<file path="config.mk">
export PLATFORM = sky130hd
export DESIGN_NAME = mem_seq_flat
export DESIGN_NICKNAME = d
export VERILOG_FILES = /design/src/rtl/mem_seq_if.sv /design/src/rtl/mem_seq.sv /design/src/flat_wrapper.sv
export SDC_FILE = /design/constraint.sdc
export NUM_CORES = 1
export LEC_CHECK = 0
export ABC_AREA = 1
export ABC_CLOCK_PERIOD_IN_PS = 3300
export BUFFER_PORTS_ARGS = -buffer_cell sky130_fd_sc_hd__buf_2
export CORE_ASPECT_RATIO = 1.4
export CORE_MARGIN = 2
export CORE_UTILIZATION = 40
export DETAILED_ROUTE_END_ITERATION = 8
export PLACE_DENSITY = 0.81
export SYNTH_ARGS = -nofsm -noshare
export SYNTH_HDL_FRONTEND = slang
export SYNTH_SLANG_ARGS = --single-unit
</file>
<file path="constraint.sdc">
create_clock -name Clk -period 3.3 [get_ports Clk]
set_input_delay 0.33 -clock Clk [delete_from_list [all_inputs] [get_ports Clk]]
set_output_delay 0.33 -clock Clk [all_outputs]
set_load 0.005 [all_outputs]
</file>
<file path="src/rtl/mem_seq_if.sv">
// rtl/mem_seq_if.sv - request/memory bus bundle between a requester, mem_seq and the memory
interface mem_seq_if #(
    parameter int DW = 32
);
    logic          Req;
    logic          Wr;
    logic [DW-1:0] Addr;
    logic [DW-1:0] WData;
    logic [DW-1:0] MemRData;
    logic          MemReady;
    logic          MemEn;
    logic          MemWe;
    logic [DW-1:0] MemAddr;
    logic [DW-1:0] MemWData;
    logic [DW-1:0] RData;
    logic          Busy;
    logic          Done;
    logic          Error;

    modport master (
        output Req, Wr, Addr, WData, MemRData, MemReady,
        input  MemEn, MemWe, MemAddr, MemWData, RData, Busy, Done, Error
    );

    modport slave (
        input  Req, Wr, Addr, WData, MemRData, MemReady,
        output MemEn, MemWe, MemAddr, MemWData, RData, Busy, Done, Error
    );
endinterface

</file>
<file path="src/rtl/mem_seq.sv">
// rtl/mem_seq.sv - single-access memory sequencer with alignment check, timeout and MDR
module mem_seq #(
    parameter int DW      = 32,
    parameter int TIMEOUT = 15
) (
    input  logic      Clk,
    input  logic      Reset,
    mem_seq_if.slave  bus
);
    typedef enum logic [1:0] {IDLE, ACCESS, DONE, ERR} state_t;

    localparam logic [7:0] LAST_CNT = 8'(TIMEOUT - 1);

    state_t        state_q, state_d;
    logic [7:0]    cnt_q, cnt_d;
    logic          wr_q, wr_d;
    logic [DW-1:0] addr_q, addr_d;
    logic [DW-1:0] wdata_q, wdata_d;
    logic [DW-1:0] rdata_q, rdata_d;
    logic          mem_en_q, mem_we_q, busy_q, done_q, error_q;

    always_comb begin
        state_d = state_q;
        cnt_d   = cnt_q;
        wr_d    = wr_q;
        addr_d  = addr_q;
        wdata_d = wdata_q;
        rdata_d = rdata_q;
        case (state_q)
            IDLE: begin
                if (bus.Req) begin
                    // A misaligned request is rejected without touching the latches.
                    if (bus.Addr[1:0] == 2'b00) begin
                        state_d = ACCESS;
                        addr_d  = bus.Addr;
                        wdata_d = bus.WData;
                        wr_d    = bus.Wr;
                        cnt_d   = '0;
                    end else begin
                        state_d = ERR;
                    end
                end
            end
            ACCESS: begin
                if (bus.MemReady) begin
                    state_d = DONE;
                    if (!wr_q) begin
                        rdata_d = bus.MemRData;
                    end
                end else if (cnt_q == LAST_CNT) begin
                    state_d = ERR;
                end else begin
                    cnt_d = cnt_q + 8'd1;
                end
            end
            DONE:    state_d = IDLE;
            ERR:     state_d = IDLE;
            default: state_d = IDLE;
        endcase
    end

    // Outputs are registered from the next state so they behave as pure state decodes.
    always_ff @(posedge Clk or posedge Reset) begin
        if (Reset) begin
            state_q  <= IDLE;
            cnt_q    <= '0;
            wr_q     <= 1'b0;
            addr_q   <= '0;
            wdata_q  <= '0;
            rdata_q  <= '0;
            mem_en_q <= 1'b0;
            mem_we_q <= 1'b0;
            busy_q   <= 1'b0;
            done_q   <= 1'b0;
            error_q  <= 1'b0;
        end else begin
            state_q  <= state_d;
            cnt_q    <= cnt_d;
            wr_q     <= wr_d;
            addr_q   <= addr_d;
            wdata_q  <= wdata_d;
            rdata_q  <= rdata_d;
            mem_en_q <= (state_d == ACCESS);
            mem_we_q <= (state_d == ACCESS) && wr_d;
            busy_q   <= (state_d != IDLE);
            done_q   <= (state_d == DONE);
            error_q  <= (state_d == ERR);
        end
    end

    assign bus.MemEn    = mem_en_q;
    assign bus.MemWe    = mem_we_q;
    assign bus.MemAddr  = addr_q;
    assign bus.MemWData = wdata_q;
    assign bus.RData    = rdata_q;
    assign bus.Busy     = busy_q;
    assign bus.Done     = done_q;
    assign bus.Error    = error_q;
endmodule

</file>
<file path="src/flat_wrapper.sv">
// flat-port wrapper written by rule: the top's interface ports become plain ports
module mem_seq_flat 
#(
    parameter int DW      = 32,
    parameter int TIMEOUT = 15
)
  (Clk, Reset, bus_Req, bus_Wr, bus_Addr, bus_WData, bus_MemRData, bus_MemReady, bus_MemEn, bus_MemWe, bus_MemAddr, bus_MemWData, bus_RData, bus_Busy, bus_Done, bus_Error);
  mem_seq_if #(.DW(DW)) bus_i ();
  input  logic Clk;
  input  logic Reset;
  input wire logic [$bits(bus_i.Req)-1:0] bus_Req;
  input wire logic [$bits(bus_i.Wr)-1:0] bus_Wr;
  input wire logic [$bits(bus_i.Addr)-1:0] bus_Addr;
  input wire logic [$bits(bus_i.WData)-1:0] bus_WData;
  input wire logic [$bits(bus_i.MemRData)-1:0] bus_MemRData;
  input wire logic [$bits(bus_i.MemReady)-1:0] bus_MemReady;
  output wire logic [$bits(bus_i.MemEn)-1:0] bus_MemEn;
  output wire logic [$bits(bus_i.MemWe)-1:0] bus_MemWe;
  output wire logic [$bits(bus_i.MemAddr)-1:0] bus_MemAddr;
  output wire logic [$bits(bus_i.MemWData)-1:0] bus_MemWData;
  output wire logic [$bits(bus_i.RData)-1:0] bus_RData;
  output wire logic [$bits(bus_i.Busy)-1:0] bus_Busy;
  output wire logic [$bits(bus_i.Done)-1:0] bus_Done;
  output wire logic [$bits(bus_i.Error)-1:0] bus_Error;
  assign bus_i.Req = bus_Req;
  assign bus_i.Wr = bus_Wr;
  assign bus_i.Addr = bus_Addr;
  assign bus_i.WData = bus_WData;
  assign bus_i.MemRData = bus_MemRData;
  assign bus_i.MemReady = bus_MemReady;
  assign bus_MemEn = bus_i.MemEn;
  assign bus_MemWe = bus_i.MemWe;
  assign bus_MemAddr = bus_i.MemAddr;
  assign bus_MemWData = bus_i.MemWData;
  assign bus_RData = bus_i.RData;
  assign bus_Busy = bus_i.Busy;
  assign bus_Done = bus_i.Done;
  assign bus_Error = bus_i.Error;
  mem_seq #(.DW(DW), .TIMEOUT(TIMEOUT)) u_core (.Clk(Clk), .Reset(Reset), .bus(bus_i));
endmodule
</file>
* Word level (Yosys, flattened, before mapping) *
Index checks and enable logic that the tools add are counted.

word-level totals
  input port bits = 101
  flip-flop bits (word level) = 112
  output and inout port bits = 101
  logic and storage cells = 46

cells by class
  bitwise gates (word level) = 1
  $add $sub $neg = 1
  reduce and logical (&&, ||, !) cells = 9
  equal/unequal tests = 11
  multiplexer cells = 13

operator list
  operator             number
  $mux 8               4
  $pmux 8 s2           1
  $add 8x1->8 const B  1
  $eq 2x2->1 const B   4
  $eq 8x4->1 const B   1
  $mux 2               4
  $ne 2x2->1 const B   3
  $pmux 2 s3           1
  $reduce_and 3->1     2
  $reduce_and 5->1     1
  $eq 2x1->1 const B   2
  $logic_not 2->1      2
  $reduce_bool 2->1    2
  $mux 1               3
  $ne 2x1->1 const B   1
  $reduce_or 2->1      1
  $logic_and 1x1->1    1
  $not 1->1            1

* Longest topological paths before layout *
Gate-level depths: netlist of run 1.

  depth after elaboration = 6
  depth in mapped cells = 9
  depth with buffers taken out = 8

* Worst setup path before layout of run 1 *
Ideal clock, no wire load.

  kind = register to register
  from = reg u_core.cnt_q[0]
  to = reg u_core.cnt_q[5]
  period minus slack after synthesis = 1,249 ps
  data arrival time = 1,122 ps
  cell stages (with the launch flop) = 10
  setup time = 127 ps
  path slack = 2,051 ps
  required time = 3,173 ps
  buffers on the path = 1
  cells stage by stage = dfrtp_1 inv_1 ha_1 nand2_1 nor2_1 nand3_1 nand2_2 buf_6 nand2_1 o21ai_0

between the ends
  longest elaborated chain between the ends = 4
  elaborated cells between the ends (all ways) = 7
  those cells by class = add/sub (1); eq/ne (2); mux (3); reduce/logical (1)

ends and longest elaborated chain
  item                    line           RTL
  start, declared         mem_seq.sv:15  logic [7:0] cnt_q, cnt_d;
  start signal, assigned  mem_seq.sv:78  cnt_q <= cnt_d;
  $add 8x1->8             mem_seq.sv:53  cnt_d = cnt_q + 8'd1;
  $mux 8                  mem_seq.sv:50  end else if (cnt_q == LAST_CNT) begin
  $mux 8                  mem_seq.sv:45  if (bus.MemReady) begin
  $pmux 8 s2              mem_seq.sv:29  case (state_q)

Parallel ways exist; a longest one is shown, timed or not. The select of a mux whose other input is x is not followed.
A chain may end at the register's enable or synchronous reset.

* Worst setup path after layout of run 1 *
  from = reg u_core.state_q[1]
  to = reg u_core.rdata_q[16], in the netlist u_core.bus.RData[16]

between the ends
  longest elaborated chain between the ends = 2

ends and longest elaborated chain
  item                        line           RTL
  start, declared             mem_seq.sv:14  state_t state_q, state_d;
  start signal, assigned      mem_seq.sv:77  state_q <= state_d;
  $eq 2x1->1                  mem_seq.sv:29
  $reduce_and 3->1 (no line)  -
  end signal, assigned        mem_seq.sv:82  rdata_q <= rdata_d;
  end, declared               mem_seq.sv:19  logic [DW-1:0] rdata_q, rdata_d;

No other way between the ends.

==> results of run 1 <==
==> cell type report <==
type / count / share of cell area, %
flip-flops and latches: 112 / 47.0
well taps: 144 / 3.02
repair buffers: 206 / 17.5
multi-input cells: 301 / 22.3
inverters: 84 / 5.33
clock inverters: 5 / 0.818
clock buffers: 11 / 4.07
==> worst paths after layout <==
path,startpoint,end,cells after the start
min,Reset,u_core.bus.RData[19]$_DFFE_PP0P_,2
min in group Clk,bus_MemReady,u_core.state_q[0]$_DFF_PP0_,2
min reg2reg,u_core.bus.MemAddr[1]$_DFFE_PP0P_,u_core.bus.MemAddr[1]$_DFFE_PP0P_,2
max reg2reg,u_core.state_q[1]$_DFF_PP0_,u_core.bus.RData[16]$_DFFE_PP0P_,6
max,u_core.state_q[1]$_DFF_PP0_,u_core.bus.RData[16]$_DFFE_PP0P_,6
max in group asynchronous,Reset,u_core.bus.RData[6]$_DFFE_PP0P_,3
==> worst reg2reg max path: stages (launching register included) <==
cell     delay (ns)
dfrtp_1        0.43
inv_2          0.08
nand3_1        0.15
inv_2          0.44
nand2_1        0.77
nand2_1        0.26
nand2_1        0.07
==> Yosys cell counts <==
cell and n:
xnor2_1 1, a21oi_1 2, clkbuf_2 1, buf_2 12, dfrtp_1 112, nand2_2 1
clkbuf_1 7, o21ai_0 69, inv_1 81, inv_2 2, ha_1 2, and2_1 1
buf_6 4, nand2_1 162, nand4_1 2, nand3_1 45, nand3b_1 1, o21ai_2 2
nor2_1 12, clkinv_1 1, nor2_4 1
==> cells by family after synthesis <==
group,Yosys count,share of synthesized area [%]
compound gates,73,8.14
xor+xnor,1,0.191
fa+ha+maj,2,0.546
buf+inv,108,9.86
flops,112,61.2
simple gates,225,20.1
==> registers in the layout, summed over array words and instances, names as in the netlist <==
register	cells
u_core.bus.Busy	1
u_core.bus.Done	1
u_core.bus.Error	1
u_core.bus.MemAddr	32
u_core.bus.MemEn	1
u_core.bus.MemWData	32
u_core.bus.MemWe	1
u_core.bus.RData	32
u_core.cnt_q	8
u_core.state_q	2
u_core.wr_q	1
==> per-layer routing <==
layer,routed length (microns),part of all wire (%)
met4,267,2.5
met3,905,8.5
met5,0,0
met1,4210,39
met2,5320,50
==> power by group <==
group | total [mW] | switching, mW | internal, mW
registers | 2.31 | 0.324 | 1.99
logic | 1.66 | 0.924 | 0.739
clock network | 1.07 | 0.517 | 0.550
==> stage by stage <==
stage | area [sq um] | total power [mW] | util (%) | worst slack [ns]
global placement | 5670 | 3.96 | 50.3 | 1.05
CTS | 5960 | 5.11 | 52.9 | 0.956
floorplan | 4580 | 3.18 | - | 0.0110
finish | 5960 | 5.04 | 52.9 | 0.990
global route | 5960 | 5.48 | 52.9 | 0.722
detailed placement | 5670 | 4.03 | 50.3 | 0.979
==> results.txt, run 1 <==
----------------------------------------------------
[Run status]
  Outcome ... complete, no violations

[GRT]
  Met2 Track Usage GR ... 28.4%
  Met3 usage in global routing ... 4.76%
  GRT Util Overall ... 17.3%
  Wire length of the first global-routing pass ... 17.0 mm
  Number of global-route vias before repair ... 3664
  Largest net degree at the start of global routing ... 70
  Met1 global-route usage ... 21.5%
  Layer with the highest usage after global routing ... met2
  Remaining global-route overflow ... 0
  Initial antenna violation count ... 0

[Timing]
  Unrepaired setup endpoints after global routing ... false
  Count of endpoints failing setup in the final report ... 0
  Worst Hold Margin ... 0.164 ns
  Actual transition at the worst max-transition pin ... 1.03 ns
  Final worst-path cycle share ... 70.0%
  Post-route setup TNS ... 0 ns
  Number of failing hold endpoints at the final stage ... 0
  Final period demand of the worst path ... 2.31 ns
  Max-slew headroom at the worst pin ... 31.4%
  Max Freq ... 433 MHz
  Slew Viols, Final ... 0
  Clock skew after layout ... 0.0130 ns

[Detailed routing]
  Average detailed-routed wire length per instance ... 12.4 microns
  DRC viols ... 0
  1st-pass router iterations ... 4
  Final ANT Viol Nets ... 0
  Wire length after detailed routing ... 10.7 mm
  Via count normalized by instance count ... 4.51
  First DRT Iteration DRCs ... 123
  Vias post-DR ... 3889

[Critical path]
  Type of origin of the critical path ... flop
  Worst path bufs/invs ... 2
  Kind of capture point of the worst setup path ... flop
  Cells traversed along the worst timing path ... inv_2 > nand3_1 > inv_2 > nand2_1 > nand2_1 > nand2_1
  Critical path type ... reg2reg
  Largest driver fanout on the critical path ... 34
  Kind of cell adding the most delay to the critical path ... simple AND/OR/NAND/NOR gates
  Most prevalent standard cell on the critical path ... nand2_1
  Delay of the slowest critical-path stage ... 0.76 ns
  Critical Path AT ... 2.54 ns
  Worst R2R Setup Slack ... 0.99 ns
  Critical path data required time ... 3.53 ns
  Crit path max-delay cell type ... nand2_1

[Floorplanning]
  Die Y ... 131 microns
  Core Area ... 11300 sq um
  Width of the die ... 94.5 microns
  Number of placement rows ... 46
  Top-level I/O count ... 202
  Effective utilization at floorplan ... 40.6%
  Die outline area ... 12300 sq um

[Clocking]
  Count of clock tree sinks ... 112
  Number of buffers on the longest clock path ... 2
  # resized after CTS ... 0
  Latest clock arrival within the worst-skew pair ... 0.35 ns
  CTS Buf Count ... 9
  Register clock-pin slew on the reported worst setup and hold paths ... 0.08 ns
  Total setup buffers inserted after CTS ... 0
  Clock root buffer ... clkbuf_16
  H-Tree Level Count ... 3
  Number of buffers added to fix hold violations after cts ... 0
  TritonCTS clock tree ... built

[Pwr]
  Peak supply drop ... 0.327 mV
  Leakage power total ... 3.54 nW
  Pwr/cell area ... 845 nW/um^2

[Final layout]
  ANT cells ... 0
  Final net count ... 817
  Combined area of the multi-input logic cells ... 1330 sq um
  Most frequent standard cell in the layout excluding fill and tap cells ... buf_2
  Filler cell count ... 1108
  Share of final-layout standard cells stronger than drive strength 1 ... 31.7%
  Commonest cells after routing, fill and taps aside ... 201 x buf_2, 162 x nand2_1, 112 x dfrtp_1
  Synthesis-to-layout area growth ... 30.1%
  Sequential standard cell area ... 2800 sq um
  Post-route non-filler standard cell count ... 863

[Placed design]
  Quantity of I/O buffers inserted on ports ... 201
  Cell total after placement ... 847
  Final weighted congestion of routability-driven global placement ... 0.852
  HPWL after detailed placement ... 7.95 mm

[Synth]
  Cell variety after synth ... 21
  Number of synthesis warnings ... 0
  Top cells by area in the synthesized netlist ... dfrtp_1 61%, nand2_1 13%, o21ai_0 7.5%, inv_1 6.6%, nand3_1 4.9%
  Post-Synthesis Cell Area ... 4580 sq um
  Top cell type by total area after synthesis ... dfrtp_1
  Net Count, Synth ... 624
  Sequential-to-total area share from yosys stat ... 61.2%
  Total of flip-flops plus latches after synthesis ... 112
  Area share of the leading cell type in the synthesized netlist ... 61.2%
  Avg Synthesized Cell Area ... 8.80 sq um
  Gate count of the mapped netlist ... 521

[Hold path]
  Tightest Hold Check Type ... in2async

[Run]
  Max capacitance violation total ... 0

----------------------------------------------------
(Power assumes the default switching activity.)
==> run 2: changes to the inputs <==
--- a/config.mk
+++ b/config.mk
@@ -6,13 +6,13 @@
 export NUM_CORES = 1
 export LEC_CHECK = 0
 export ABC_AREA = 1
-export ABC_CLOCK_PERIOD_IN_PS = 3300
+export ABC_CLOCK_PERIOD_IN_PS = 2400
 export BUFFER_PORTS_ARGS = -buffer_cell sky130_fd_sc_hd__buf_2
 export CORE_ASPECT_RATIO = 1.4
 export CORE_MARGIN = 2
 export CORE_UTILIZATION = 40
 export DETAILED_ROUTE_END_ITERATION = 8
-export PLACE_DENSITY = 0.81
+export PLACE_DENSITY = 0.78
 export SYNTH_ARGS = -nofsm -noshare
 export SYNTH_HDL_FRONTEND = slang
 export SYNTH_SLANG_ARGS = --single-unit
==> constraint.sdc (replaced) <==
create_clock -name Clk -period 2.4 [get_ports Clk]
set_input_delay 0.24 -clock Clk [delete_from_list [all_inputs] [get_ports Clk]]
set_output_delay 0.24 -clock Clk [all_outputs]
set_load 0.005 [all_outputs]
==> run 2 against run 1 <==
Effect of this change:
- global-route usage shrank 0.36 points
- non-clock buffer count grew 3
- register-to-register slack lost 0.50 ns
- critical path depth shrank 1
- highest routed layer is now met5
- core utilization grew 0.49 points
- clock power grew 41%
- sequential cell count is the same
- count of clock-buffer cells in the layout is the same
- design area grew 0.92%
- critical endpoint is now u_core.bus.MemAddr[13]$_DFFE_PP0P_
- first-iteration DRC count grew 9.8%
- routed wire length shrank 1.6%
==> results.txt, run 2 (synthesis results as in run 1) <==
----------------------------------------------------
[Pwr]
  Comb power frac ... 33.0% (about the same)
  Power spent charging and discharging nets ... 2.39 mW (was 1.76 mW)
  P_int ... 4.61 mW (was 3.28 mW)
  Peak supply drop ... 0.516 mV (was 0.327 mV)
  Leakage power total ... 3.56 nW (was 3.54 nW)
  Sw frac ... 34.1% (was 35.0%)
  Sequential share of power ... 45.3% (was 45.9%)
  Pwr/cell area ... 1160 nW/um^2 (was 845 nW/um^2)
  Clk pwr share ... 21.7% (was 21.2%)

[Critical path]
  Kind of cell adding the most delay to the critical path ... buffers and inverters (was simple AND/OR/NAND/NOR gates)
  Delay of the slowest critical-path stage ... 0.61 ns (was 0.76 ns)
  Critical Path AT ... 2.10 ns (was 2.54 ns)
  Worst path bufs/invs ... 2 (unchanged)
  Kind of capture point of the worst setup path ... flop (unchanged)
  Critical path data required time ... 2.59 ns (was 3.53 ns)
  Count of cell instances traversed by the critical path ... 5 (was 6)
  Cells traversed along the worst timing path ... nor2_1 > nand4_1 > buf_4 > buf_4 > o21ai_0 (was inv_2 > nand3_1 > inv_2 > nand2_1 > nand2_1 > nand2_1)
  Crit path max-delay cell type ... buf_4 (was nand2_1)
  Critical path type ... reg2reg (unchanged)
  Most prevalent standard cell on the critical path ... buf_4 (was nand2_1)
  Number of cells on the worst reg-to-reg path ... 5 (was 6)
  Largest driver fanout on the critical path ... 86 (was 34)
  Type of origin of the critical path ... flop (unchanged)

[Detailed routing]
  Detailed-routed wire length on met2 ... 5.27 mm (was 5.32 mm)
  Average detailed-routed wire length per instance ... 12.2 microns (was 12.4 microns)
  Uppermost routed layer ... met5 (was met4)
  Detailed route wirelength on metal3 ... 710 microns (was 905 microns)
  Wire length after detailed routing ... 10.5 mm (was 10.7 mm)
  Vias post-DR ... 3833 (was 3889)
  Via count normalized by instance count ... 4.43 (was 4.51)
  First DRT Iteration DRCs ... 135 (was 123)
  1st-pass router iterations ... 4 (unchanged)
  Routed length on met1 ... 4.34 mm (was 4.21 mm)
  DRC viols ... 0 (unchanged)
  Final ANT Viol Nets ... 0 (unchanged)

[Timing]
  Max-slew headroom at the worst pin ... 54.9% (was 31.4%)
  Unrepaired setup endpoints after global routing ... false (unchanged)
  Final period demand of the worst path ... 1.91 ns (was 2.31 ns)
  Final worst-path cycle share ... 79.5% (was 70.0%)
  Post-route setup TNS ... 0 ns (unchanged)
  Number of failing hold endpoints at the final stage ... 0 (unchanged)
  Count of endpoints failing setup in the final report ... 0 (unchanged)
  Actual transition at the worst max-transition pin ... 0.677 ns (was 1.03 ns)
  Max Freq ... 524 MHz (was 433 MHz)
  Slew Viols, Final ... 0 (unchanged)
  Clock skew after layout ... 0.00739 ns (was 0.0130 ns)

[Final layout]
  Synthesis-to-layout area growth ... 31.3% (was 30.1%)
  Commonest cells after routing, fill and taps aside ... 201 x buf_2, 162 x nand2_1, 112 x dfrtp_1 (unchanged)
  Most frequent standard cell in the layout excluding fill and tap cells ... buf_2 (unchanged)
  Share of final-layout standard cells stronger than drive strength 1 ... 31.9% (was 31.7%)
  ANT cells ... 0 (unchanged)
  Filler cell count ... 1122 (was 1108)
  Post-route non-filler standard cell count ... 866 (was 863)
  Final net count ... 820 (was 817)

[Floorplanning]
  Number of placement rows ... 46 (unchanged)
  Effective utilization at floorplan ... 40.6% (unchanged)
  Width of the die ... 94.5 microns (unchanged)
  Core Area ... 11300 sq um (unchanged)
  Die outline area ... 12300 sq um (unchanged)
  Die Y ... 131 microns (unchanged)
  Top-level I/O count ... 202 (unchanged)

[Clocking]
  TritonCTS clock tree ... built (unchanged)
  Total setup buffers inserted after CTS ... 0 (unchanged)
  Clock root buffer ... clkbuf_16 (unchanged)
  Latest clock arrival within the worst-skew pair ... 0.33 ns (was 0.35 ns)
  Count of clock tree sinks ... 112 (unchanged)
  CTS Buf Count ... 9 (unchanged)
  Number of buffers on the longest clock path ... 2 (unchanged)
  H-Tree Level Count ... 3 (unchanged)
  Register clock-pin slew on the reported worst setup and hold paths ... 0.08 ns (about the same)

[Placed design]
  HPWL after detailed placement ... 7.80 mm (was 7.95 mm)
  Cell total after placement ... 849 (was 847)
  Quantity of I/O buffers inserted on ports ... 201 (unchanged)
  Final weighted congestion of routability-driven global placement ... 0.815 (was 0.852)

[GRT]
  Initial antenna violation count ... 1 (was 0)
  Largest net degree at the start of global routing ... 87 (was 70)
  Number of global-route vias before repair ... 3490 (was 3664)
  Remaining global-route overflow ... 0 (unchanged)
  Wire length of the first global-routing pass ... 16.6 mm (was 17.0 mm)
  GRT Util Overall ... 17.0% (was 17.3%)

[Hold path]
  Tightest Hold Check Type ... in2reg (was in2async)
  Worst hold path depth ... 3

[Run]
  Max capacitance violation total ... 0 (unchanged)

[Run status]
  Outcome ... complete, no violations (unchanged)

----------------------------------------------------
-- run 2: metrics by stage --
step                worst slack [ns]  utilization [%]  hold WS (ns)  power, mW  cell area, sq um
floorplan                      0.803                -         0.337       4.37              4590
global placement               0.584             50.5         0.215       5.44              5700
detailed placement             0.489             50.5         0.205       5.54              5700
CTS                            0.487             53.4         0.110       7.10              6020
global route                   0.256             53.4         0.118       7.60              6020
finish                         0.491             53.4         0.126       7.00              6020
-- run 2: layer usage --
metal | up-vias | GRT usage, %
li1 | 1983 | -
met3 | 15 | 4.36
met4 | 2 | 5.71
met1 | 1695 | 21.4
met5 | - | 0
met2 | 138 | 28.6
-- run 2: layout make-up --
| class | count | area (sq um) | share of cell area, % |
|---|---|---|---|
| multi-input cells | 301 | 1330 | 22.1 |
| repair buffers | 209 | 1080 | 18.0 |
| clock inverters | 5 | 65.1 | 1.08 |
| well taps | 144 | 180 | 2.99 |
| inverters | 84 | 319 | 5.30 |
| clock buffers | 11 | 243 | 4.03 |
| flip-flops and latches | 112 | 2800 | 46.6 |
-- run 2: timing repair --
item,CTS,global route
gates resized for setup,0,0
hold endpoints to repair,8,0
hold buffers,1,0
-- run 2: power groups by stage --
stage	logic [mW]	clock network, mW	registers, mW
4_1_cts	2.35	1.57	3.18
3_5_place_dp	2.35	0	3.19
6_report	2.31	1.51	3.17
5_1_grt	2.65	1.65	3.29
2_1_floorplan	1.09	0	3.27
3_3_place_gp	2.26	0	3.19
-- run 2: worst reg2reg max path: stages (launching register included) --
cell and delay, ns:
dfrtp_1 0.43, nor2_1 0.08, nand4_1 0.07, buf_4 0.33
buf_4 0.62, o21ai_0 0.23
-- run 2: path summary, 6_finish.rpt --
path	startpoint	end	slack, ns
worst min register to register	u_core.bus.RData[10]$_DFFE_PP0P_	u_core.bus.RData[10]$_DFFE_PP0P_	0.47
worst min-delay path	bus_MemRData[23]	u_core.bus.RData[23]$_DFFE_PP0P_	0.13
worst max-delay path	u_core.state_q[1]$_DFF_PP0_	u_core.bus.MemAddr[13]$_DFFE_PP0P_	0.49
max in group asynchronous	Reset	u_core.bus.MemWData[9]$_DFFE_PP0P_	1.36
min in group asynchronous	Reset	u_core.bus.MemWData[30]$_DFFE_PP0P_	0.39
worst max register to register	u_core.state_q[1]$_DFF_PP0_	u_core.bus.MemAddr[13]$_DFFE_PP0P_	0.49
